$ cat config.mk
export PLATFORM = sky130hd
export DESIGN_NAME = alu_issue_seq_flat
export DESIGN_NICKNAME = d
export VERILOG_FILES = /design/src/rtl/alu_issue_seq_if.sv /design/src/rtl/alu_issue_seq.sv /design/src/flat_wrapper.sv
export SDC_FILE = /design/constraint.sdc
export NUM_CORES = 1
export LEC_CHECK = 0
export ABC_AREA = 1
export ABC_CLOCK_PERIOD_IN_PS = 1300
export BUFFER_PORTS_ARGS = -buffer_cell sky130_fd_sc_hd__buf_4
export CAP_MARGIN = 20
export CORE_AREA = 2 2 110 166
export CTS_CLUSTER_DIAMETER = 120
export DETAILED_ROUTE_END_ITERATION = 10
export DIE_AREA = 0 0 112 168
export GPL_ROUTABILITY_DRIVEN = 0
export PLACE_DENSITY = 0.63
export RECOVER_POWER = 50
export SYNTH_ARGS = -nofsm -noshare
export SYNTH_HDL_FRONTEND = slang
export SYNTH_SLANG_ARGS = --single-unit
$ cat constraint.sdc
create_clock -name clk -period 1.3 [get_ports clk]
set_input_delay 0.13 -clock clk [delete_from_list [all_inputs] [get_ports clk]]
set_output_delay 0.13 -clock clk [all_outputs]
set_load 0.1 [all_outputs]
$ cat src/rtl/alu_issue_seq_if.sv
// Request/response channels between the datapath controller and alu_issue_seq.
// A transfer occurs on any rising edge where valid && ready; the producer holds valid and payload stable until then.
interface alu_issue_seq_if;
  logic        req_valid;
  logic        req_ready;
  logic [1:0]  req_aluop;
  logic [5:0]  req_funct;
  logic [31:0] req_a;
  logic [31:0] req_b;
  logic        rsp_valid;
  logic        rsp_ready;
  logic [31:0] rsp_result;
  logic        rsp_z;
  logic        rsp_n;
  logic        rsp_v;
  logic        rsp_illegal;
  logic        rsp_trap;

  modport master (
    output req_valid, req_aluop, req_funct, req_a, req_b, rsp_ready,
    input  req_ready, rsp_valid, rsp_result, rsp_z, rsp_n, rsp_v, rsp_illegal, rsp_trap
  );

  modport slave (
    input  req_valid, req_aluop, req_funct, req_a, req_b, rsp_ready,
    output req_ready, rsp_valid, rsp_result, rsp_z, rsp_n, rsp_v, rsp_illegal, rsp_trap
  );
endinterface

$ cat src/rtl/alu_issue_seq.sv
// Issue/capture front-end for the 32-bit ALU: decodes ALUOp/funct, holds operands for SETTLE_CYCLES, captures sum and flags.
// Optional macro ALU_OVF_TRAP_EN: add/sub overflow raises rsp_trap and forces the result to zero.
module alu_issue_seq #(
  parameter int unsigned SETTLE_CYCLES = 1
) (
  input  logic                 clk,
  input  logic                 rst_n,
  alu_issue_seq_if.slave       bus,
  output logic [31:0]          alu_a,
  output logic [31:0]          alu_b,
  output logic [2:0]           alu_gin,
  input  logic [31:0]          alu_sum,
  output logic [1:0]           state_dbg
);

  typedef enum logic [1:0] {
    IDLE  = 2'd0,
    ISSUE = 2'd1,
    RESP  = 2'd2
  } state_t;

  localparam logic [2:0] GIN_AND = 3'b000;
  localparam logic [2:0] GIN_OR  = 3'b001;
  localparam logic [2:0] GIN_ADD = 3'b010;
  localparam logic [2:0] GIN_SUB = 3'b110;
  localparam logic [2:0] GIN_SLT = 3'b111;
  localparam logic [3:0] CNT_LOAD = 4'(SETTLE_CYCLES - 1);

  state_t      state, state_nxt;
  logic [3:0]  cnt;
  logic        accept, capture;

  logic [2:0]  dec_code;
  logic        dec_illegal;

  logic [31:0] cap_result;
  logic        cap_z, cap_n, cap_v, cap_trap;

  logic [31:0] rsp_result_q;
  logic        rsp_z_q, rsp_n_q, rsp_v_q, rsp_illegal_q, rsp_trap_q;

  always_comb begin
    dec_code    = GIN_ADD;
    dec_illegal = 1'b0;
    case (bus.req_aluop)
      2'b00: dec_code = GIN_ADD;
      2'b01: dec_code = GIN_SUB;
      2'b10: begin
        case (bus.req_funct)
          6'b100000: dec_code = GIN_ADD;
          6'b100010: dec_code = GIN_SUB;
          6'b100100: dec_code = GIN_AND;
          6'b100101: dec_code = GIN_OR;
          6'b101010: dec_code = GIN_SLT;
          default:   dec_illegal = 1'b1;
        endcase
      end
      default: dec_illegal = 1'b1;
    endcase
  end

  // Flags are derived from the held operands and alu_sum; the ALU's own flag outputs are not trusted.
  always_comb begin
    cap_n = (alu_gin == GIN_SLT) ? alu_sum[0] : alu_sum[31];
    cap_v = 1'b0;
    case (alu_gin)
      GIN_ADD: cap_v = (alu_a[31] == alu_b[31]) && (alu_sum[31] != alu_a[31]);
      GIN_SUB: cap_v = (alu_a[31] != alu_b[31]) && (alu_sum[31] != alu_a[31]);
      default: cap_v = 1'b0;
    endcase
`ifdef ALU_OVF_TRAP_EN
    cap_trap   = cap_v;
    cap_result = cap_v ? 32'd0 : alu_sum;
`else
    cap_trap   = 1'b0;
    cap_result = alu_sum;
`endif
    cap_z = (cap_result == 32'd0);
  end

  always_comb begin
    state_nxt = state;
    accept    = 1'b0;
    capture   = 1'b0;
    case (state)
      IDLE: begin
        if (bus.req_valid) begin
          accept    = 1'b1;
          state_nxt = dec_illegal ? RESP : ISSUE;
        end
      end
      ISSUE: begin
        if (cnt == 4'd0) begin
          capture   = 1'b1;
          state_nxt = RESP;
        end
      end
      RESP: begin
        if (bus.rsp_ready) state_nxt = IDLE;
      end
      default: state_nxt = IDLE;
    endcase
  end

  always_ff @(posedge clk or negedge rst_n) begin
    if (!rst_n) state <= IDLE;
    else        state <= state_nxt;
  end

  always_ff @(posedge clk or negedge rst_n) begin
    if (!rst_n) begin
      cnt           <= 4'd0;
      alu_a         <= 32'd0;
      alu_b         <= 32'd0;
      alu_gin       <= GIN_ADD;
      rsp_result_q  <= 32'd0;
      rsp_z_q       <= 1'b0;
      rsp_n_q       <= 1'b0;
      rsp_v_q       <= 1'b0;
      rsp_illegal_q <= 1'b0;
      rsp_trap_q    <= 1'b0;
    end else begin
      if (accept && !dec_illegal) begin
        alu_a   <= bus.req_a;
        alu_b   <= bus.req_b;
        alu_gin <= dec_code;
        cnt     <= CNT_LOAD;
      end else if (state == ISSUE && cnt != 4'd0) begin
        cnt <= cnt - 4'd1;
      end
      // Illegal requests skip the ALU entirely and answer with a zeroed response.
      if (accept && dec_illegal) begin
        rsp_result_q  <= 32'd0;
        rsp_z_q       <= 1'b0;
        rsp_n_q       <= 1'b0;
        rsp_v_q       <= 1'b0;
        rsp_illegal_q <= 1'b1;
        rsp_trap_q    <= 1'b0;
      end else if (capture) begin
        rsp_result_q  <= cap_result;
        rsp_z_q       <= cap_z;
        rsp_n_q       <= cap_n;
        rsp_v_q       <= cap_v;
        rsp_illegal_q <= 1'b0;
        rsp_trap_q    <= cap_trap;
      end
    end
  end

  assign bus.req_ready   = (state == IDLE);
  assign bus.rsp_valid   = (state == RESP);
  assign bus.rsp_result  = rsp_result_q;
  assign bus.rsp_z       = rsp_z_q;
  assign bus.rsp_n       = rsp_n_q;
  assign bus.rsp_v       = rsp_v_q;
  assign bus.rsp_illegal = rsp_illegal_q;
  assign bus.rsp_trap    = rsp_trap_q;
  assign state_dbg       = state;

endmodule

$ cat src/flat_wrapper.sv
// flat-port wrapper written by rule: the top's interface ports become plain ports
module alu_issue_seq_flat 
#(
  parameter int unsigned SETTLE_CYCLES = 1
)
  (clk, rst_n, alu_a, alu_b, alu_gin, alu_sum, state_dbg, bus_req_valid, bus_req_aluop, bus_req_funct, bus_req_a, bus_req_b, bus_rsp_ready, bus_req_ready, bus_rsp_valid, bus_rsp_result, bus_rsp_z, bus_rsp_n, bus_rsp_v, bus_rsp_illegal, bus_rsp_trap);
  alu_issue_seq_if bus_i ();
  input  logic clk;
  input  logic rst_n;
  output logic [31:0] alu_a;
  output logic [31:0] alu_b;
  output logic [2:0] alu_gin;
  input  logic [31:0] alu_sum;
  output logic [1:0] state_dbg;
  input wire logic [$bits(bus_i.req_valid)-1:0] bus_req_valid;
  input wire logic [$bits(bus_i.req_aluop)-1:0] bus_req_aluop;
  input wire logic [$bits(bus_i.req_funct)-1:0] bus_req_funct;
  input wire logic [$bits(bus_i.req_a)-1:0] bus_req_a;
  input wire logic [$bits(bus_i.req_b)-1:0] bus_req_b;
  input wire logic [$bits(bus_i.rsp_ready)-1:0] bus_rsp_ready;
  output wire logic [$bits(bus_i.req_ready)-1:0] bus_req_ready;
  output wire logic [$bits(bus_i.rsp_valid)-1:0] bus_rsp_valid;
  output wire logic [$bits(bus_i.rsp_result)-1:0] bus_rsp_result;
  output wire logic [$bits(bus_i.rsp_z)-1:0] bus_rsp_z;
  output wire logic [$bits(bus_i.rsp_n)-1:0] bus_rsp_n;
  output wire logic [$bits(bus_i.rsp_v)-1:0] bus_rsp_v;
  output wire logic [$bits(bus_i.rsp_illegal)-1:0] bus_rsp_illegal;
  output wire logic [$bits(bus_i.rsp_trap)-1:0] bus_rsp_trap;
  assign bus_i.req_valid = bus_req_valid;
  assign bus_i.req_aluop = bus_req_aluop;
  assign bus_i.req_funct = bus_req_funct;
  assign bus_i.req_a = bus_req_a;
  assign bus_i.req_b = bus_req_b;
  assign bus_i.rsp_ready = bus_rsp_ready;
  assign bus_req_ready = bus_i.req_ready;
  assign bus_rsp_valid = bus_i.rsp_valid;
  assign bus_rsp_result = bus_i.rsp_result;
  assign bus_rsp_z = bus_i.rsp_z;
  assign bus_rsp_n = bus_i.rsp_n;
  assign bus_rsp_v = bus_i.rsp_v;
  assign bus_rsp_illegal = bus_i.rsp_illegal;
  assign bus_rsp_trap = bus_i.rsp_trap;
  alu_issue_seq #(.SETTLE_CYCLES(SETTLE_CYCLES)) u_core (.clk(clk), .rst_n(rst_n), .bus(bus_i), .alu_a(alu_a), .alu_b(alu_b), .alu_gin(alu_gin), .alu_sum(alu_sum), .state_dbg(state_dbg));
endmodule
==> run_results.csv, run 1 <==
group,metric,value,unit
layout,nFillCells,1710,
worst_hold_path,hold_end,"u_core.alu_b[14]$_DFFE_PN0P_",
floorplan,start_util,29.2,%
run_status,violations,"setup timing",
synth,seq_area_frac_synth,53.2,%
critical_path,critPathRequiredTime,1.55,ns
synth,ys_top_cells_by_area,"dfrtp_1 (53%), nand2_1 (13%), o21ai_2 (9.6%)",
placement,dp.final_hpwl,10400,um
layout,nets,947,
global_route,grt_antenna_before_repair,0,
placement,io_buffers,214,
placement,post-place-ws,-0.199,ns
detailed_routing,ant_nets,0,
synth,synth_top_family_by_area,"simple AND/OR/NAND/NOR gates",
synth,synth_top_area_share,52.6,%
synth,yosys_warnings,0,
floorplan,dieArea,18800,um^2
synth,synthesis.area,5130,um^2
global_route,grt_max_degree,33,
clock_network,cts.clk_slew.worst_paths,0.08,ns
sta,fin_crit,1.51,ns
critical_path,arrival,1.76,ns
worst_hold_path,hold_path_class,"input pin to flip-flop",
layout,utilization,47.5,%
synth,yosysTopAreaCell,"dfrtp_1",
critical_path,r2r_setup_slack,-0.21,ns
critical_path,regToRegEndpoint,"u_core.bus.rsp_result[15]$_DFFE_PN0P_",
sta,min_period_over_period,116,%
detailed_routing,wl_per_cell,14.0,um
layout,area_growth,62.6,%
synth,synth_compound_area_share,16.0,%
detailed_routing,viasPerCell,4.44,
clock_network,cts_tree,"built",
sta,skew,0.00695,ns
detailed_routing,first_pass_iters,4,
critical_path,regToRegStartpoint,"u_core.cnt[1]$_DFFE_PN0P_",
clock_network,cts_buffers,9,
global_route,gr-total-overflow,0,
floorplan,die_width,112,um
sta,finalHoldViolations,0,
floorplan,coreArea,17600,um^2
sta,fin_ws,-0.208,ns
synth,synthCells,575,
critical_path,worstSetupStartpointType,"flip-flop",
clock_network,cts.path.max_buffers,2,
detailed_routing,dr.first_iter.drc_count,169,
sta,slew_headroom,56.1,%
clock_network,cts_root_buf,"clkbuf_16",
flow_run,maxCapViolations,0,
clock_network,clk_latency,0.34,ns
floorplan,io_pins,216,
synth,synthAdderAreaFrac,1.22,%
floorplan,rows,60,
sta,rsz0062_at_grt,"yes",
placement,placed_area,7440,um^2
global_route,grt_pass1_wl,22900,um
clock_network,htree_levels,3,
sta,worstMarginPinSlew,0.659,ns
critical_path,end_kind,"flip-flop",
synth,synth_xor_area_share,0.512,%
critical_path,worstPathMaxFanout,7,
synth,synth-simple-area-share,17.7,%
worst_hold_path,hp-start,"bus_req_b[14]",
clock_network,cts_sinks,109,
sta,drv_slew,0,
global_route,grt_pass1_vias,4666,
layout,antenna_cells,0,
synth,muxShareOfSynthArea,0,%
synth,syn_nets,688,
detailed_routing,drc,0,
worst_hold_path,hold_path_depth,3,
synth,syn_area_per_cell,8.93,um^2
layout,multi_input_area,2200,um^2
synth,ys_ff_latch,109,
synth,yosysUniqueCellTypes,26,
detailed_routing,num_vias,4690,
layout,regArea,2750,um^2
critical_path,crit_type,"flip-flop to flip-flop",
layout,drive_above_1_share,55.2,%
sta,final-setup-viol-count,110,
run_status,outcome,"finished, violations left",
layout,fin_area,8350,um^2
global_route,track_usage,15.0,%
critical_path,r2r_cells,8,
detailed_routing,routed_wl,14800,um
floorplan,die_h,168,um
sta,fmax,663,MHz
## worst max path at each step
stage | startpoint | depth (start not counted) | slack, ns | endpoint
6_report | u_core.cnt[1]$_DFFE_PN0P_ | 8 | -0.21 | u_core.bus.rsp_result[15]$_DFFE_PN0P_
5_1_grt | u_core.cnt[1]$_DFFE_PN0P_ | 10 | -0.26 | u_core.bus.rsp_n$_DFFE_PN0P_
4_1_cts | u_core.state_dbg[1]$_DFFE_PN0P_ | 5 | -0.20 | bus_req_ready
3_5_place_dp | bus_req_aluop[0] | 10 | -0.20 | u_core.alu_b[1]$_DFFE_PN0P_
3_3_place_gp | u_core.state_dbg[1]$_DFFE_PN0P_ | 8 | -0.17 | u_core.alu_b[24]$_DFFE_PN0P_
2_1_floorplan | u_core.state_dbg[1]$_DFFE_PN0P_ | 6 | -0.33 | u_core.state_dbg[1]$_DFFE_PN0P_
## cells in the final DEF (no fill, tap or decap), types with 2 or more instances in the layout
cell	count
buf_12	17
nor2_4	3
clkbuf_2	4
nand3_1	11
a22oi_1	21
clkbuf_16	13
dfrtp_2	4
nor2_1	34
dfrtp_4	2
buf_4	238
clkinv_4	2
o21ai_1	7
nand2_1	98
inv_1	87
inv_2	4
clkinv_2	2
inv_4	3
o21ai_2	60
ha_1	4
nand4_1	2
dfrtp_1	102
o21ai_0	3
nand2_2	59
a21oi_1	2
inv_6	2
a22oi_2	11
buf_16	4
nor2_2	3
buf_6	6
nand2_4	15
## state kept, by name (all words and copies together), names as in the netlist
register / cells
u_core.alu_a: 32
u_core.alu_b: 32
u_core.bus.rsp_result: 32
u_core.cnt: 4
u_core.alu_gin: 3
u_core.state_dbg: 2
u_core.bus.rsp_illegal: 1
u_core.bus.rsp_n: 1
u_core.bus.rsp_v: 1
u_core.bus.rsp_z: 1
## layout make-up
cell class,count,area share [%]
timing repair buffer,276,29.7
inverter,95,4.41
multi-input combinational,343,26.3
clock buffer,10,2.86
clock inverter,6,0.540
tap,217,3.25
sequential,109,32.9
## layer usage
layer,part of all wire [%],GRT usage (%),up-vias
li1,-,-,2302
met1,38,16.8,2222
met2,55,27.9,156
met3,6.3,3.78,10
met4,1.3,4.14,0
met5,0,0,-
## worst max-delay path: stages (launching register included)
cell	delay, ns
dfrtp_1	0.39
inv_2	0.09
ha_4	0.15
nand2_4	0.06
nor2_4	0.22
buf_12	0.16
buf_16	0.13
nand2_2	0.05
a22oi_1	0.17
## per-stage QoR
step | hold slack, ns | TNS (ns) | cells
after floorplan | -0.166 | -30.41 | 575
after global placement | 0.0742 | -9.96 | 1022
after detailed placement | 0.0681 | -12.21 | 1022
after CTS | 0.00739 | -15.22 | 1051
after global routing | 0.00505 | -21.02 | 1056
final | 0.0260 | -12.83 | 1056
## synthesized netlist by cell type (all sizes together)
master,instances
a21oi,3
a22oi,32
buf,24
clkbuf,4
conb,1
dfrtp,108
dfstp,1
ha,5
inv,95
nand2,172
nand3,13
nand4,2
nor2,40
o211ai,1
o21ai,70
or2,1
xnor2,2
xor2,1
## repair_timing
item | in CTS | in global routing
hold buffers | 1 | 0
gates cloned | 5 | 4
hold endpoints to repair | 20 | 0
endpoints found under the setup margin | 113 | 114
pin swaps | 2 | 7
buffers inserted | 7 | 2
resized for setup | 51 | 52
## kinds of logic after synthesis
family / Yosys count
xor gates and xnor gates: 3
and+or+nand+nor: 228
DFF: 109
adders and majority gates: 5
other: 1
buffers and inverters: 123
AOI/OAI and AO/OA: 106
Power of run 1 is left out: the tool's default activity adds up to more than one toggle a clock period on the data nets, which glitch-free logic cannot reach.
==> run 2: changes to the inputs <==
--- a/config.mk
+++ b/config.mk
@@ -15,7 +15,6 @@
 export DIE_AREA = 0 0 112 168
 export GPL_ROUTABILITY_DRIVEN = 0
 export PLACE_DENSITY = 0.63
-export RECOVER_POWER = 50
 export SYNTH_ARGS = -nofsm -noshare
 export SYNTH_HDL_FRONTEND = slang
 export SYNTH_SLANG_ARGS = --single-unit
==> run_results.csv, run 2 (synthesized netlist as in run 1, its figures left out) <==
group,metric,value,unit
run_status,outcome,"finished, violations left",
layout,layout_common_cells,"buf_4 (242), dfrtp_1 (102), nand2_1 (98), inv_1 (87), o21ai_2 (60)",
sta,finalHoldViolations,0,
clock_network,cts.clk_slew.worst_paths,0.08,ns
placement,io_buffers,214,
clock_network,cts_root_buf,"clkbuf_16",
detailed_routing,drc,0,
critical_path,crit_start,"u_core.cnt[1]$_DFFE_PN0P_",
placement,dp.final_hpwl,10400,um
clock_network,cts_sinks,109,
detailed_routing,ant_nets,0,
detailed_routing,num_vias,4696,
critical_path,crit_type,"flip-flop to flip-flop",
worst_hold_path,hp-start,"bus_req_b[14]",
layout,antenna_cells,0,
floorplan,start_util,29.2,%
critical_path,regToRegStartpoint,"u_core.cnt[1]$_DFFE_PN0P_",
clock_network,cts_buffers,9,
layout,drive_above_1_share,55.2,%
floorplan,die_h,168,um
critical_path,worstPathMaxFanout,7,
sta,min_period_over_period,116,%
global_route,track_usage,15.0,%
placement,dp.cells,1022,
global_route,grt_antenna_before_repair,0,
floorplan,coreArea,17600,um^2
critical_path,critPathRequiredTime,1.55,ns
detailed_routing,first_pass_iters,4,
layout,layout_commonest_cell,"buf_4",
critical_path,arrival,1.76,ns
floorplan,die_width,112,um
detailed_routing,viasPerCell,4.45,
sta,fin_ws,-0.207,ns
sta,final-setup-viol-count,110,
sta,fmax,664,MHz
clock_network,htree_levels,3,
global_route,grt_pass1_wl,22900,um
sta,skew,0.00697,ns
flow_run,maxCapViolations,0,
detailed_routing,wl_per_cell,14.0,um
run_status,violations,"setup timing",
layout,fin_cells,1056,
global_route,grt_max_degree,33,
floorplan,io_pins,216,
detailed_routing,dr.first_iter.drc_count,167,
clock_network,cts.path.max_buffers,2,
critical_path,end_kind,"flip-flop",
clock_network,clk_latency,0.34,ns
layout,nets,947,
layout,area_growth,63.1,%
global_route,grt_pass1_vias,4666,
critical_path,worstSetupStartpointType,"flip-flop",
floorplan,dieArea,18800,um^2
sta,fin_crit,1.51,ns
clock_network,cts_tree,"built",
floorplan,rows,60,
global_route,gr-total-overflow,0,
sta,rsz0062_at_grt,"yes",
worst_hold_path,hold_path_class,"input pin to flip-flop",
detailed_routing,routed_wl,14800,um
sta,drv_slew,0,
[run 2: cell count changes in the layout (fill, tap and decap cells not counted)]
| cell | delta |
|---|---|
| clkbuf_2 | -4 |
| buf_6 | -2 |
| buf_4 | +4 |
| buf_12 | +2 |
[run 2: per-layer routing]
metal,global-route usage (%),vias up,wire length (um)
met4,4.14,0,195
met3,3.78,10,946
met2,27.9,154,8080
met5,0,-,0
met1,16.8,2230,5550
li1,-,2302,-
[run 2: path summary, 6_finish.rpt]
| path | slack [ns] | to | cells after the start |
|---|---|---|---|
| worst max-delay path | -0.21 | u_core.bus.rsp_result[15]$_DFFE_PN0P_ | 8 |
| worst min-delay path | 0.03 | u_core.alu_b[14]$_DFFE_PN0P_ | 3 |
| worst max register to register | -0.21 | u_core.bus.rsp_result[15]$_DFFE_PN0P_ | 8 |
| worst min register to register | 0.49 | u_core.alu_b[27]$_DFFE_PN0P_ | 2 |
| max in group asynchronous | 0.54 | u_core.state_dbg[1]$_DFFE_PN0P_ | 3 |
| min in group asynchronous | 0.24 | u_core.bus.rsp_result[12]$_DFFE_PN0P_ | 2 |
[run 2: through the flow]
step	hold WS, ns	setup TNS, ns	setup WS [ns]	util (%)	cell area (um^2)
after detailed placement	0.0681	-12.21	-0.199	42.3	7440
after CTS	0.00739	-15.22	-0.203	46.1	8090
final	0.0260	-12.82	-0.207	47.7	8380
after global placement	0.0742	-9.96	-0.171	42.3	7440
after floorplan	-0.166	-30.41	-0.334	-	5310
after global routing	0.00505	-21.02	-0.256	47.7	8380
[run 2: area by class of cell]
cell class	count	area, um^2
fill	1707	9190
sequential	109	2750
timing repair buffer	276	2510
multi-input combinational	343	2200
inverter	95	368
tap	217	272
clock buffer	10	239
clock inverter	6	45.0
[run 2: timing repair]
| action | 4_1_cts | 5_1_grt |
|---|---|---|
| cloned | 5 | 4 |
| pin swaps | 2 | 7 |
| buffers inserted | 7 | 2 |
| hold endpoints to repair | 20 | 0 |
| hold buffers | 1 | 0 |
| endpoints found under the setup margin | 113 | 114 |
| gates resized for setup | 51 | 52 |
[run 2: worst max-delay path, stage by stage, from the launching register on]
cell,delay [ns]
dfrtp_1,0.39
inv_2,0.09
ha_4,0.15
nand2_4,0.06
nor2_4,0.22
buf_12,0.16
buf_16,0.13
nand2_2,0.05
a22oi_1,0.17
Power of run 2 is left out for the same reason.
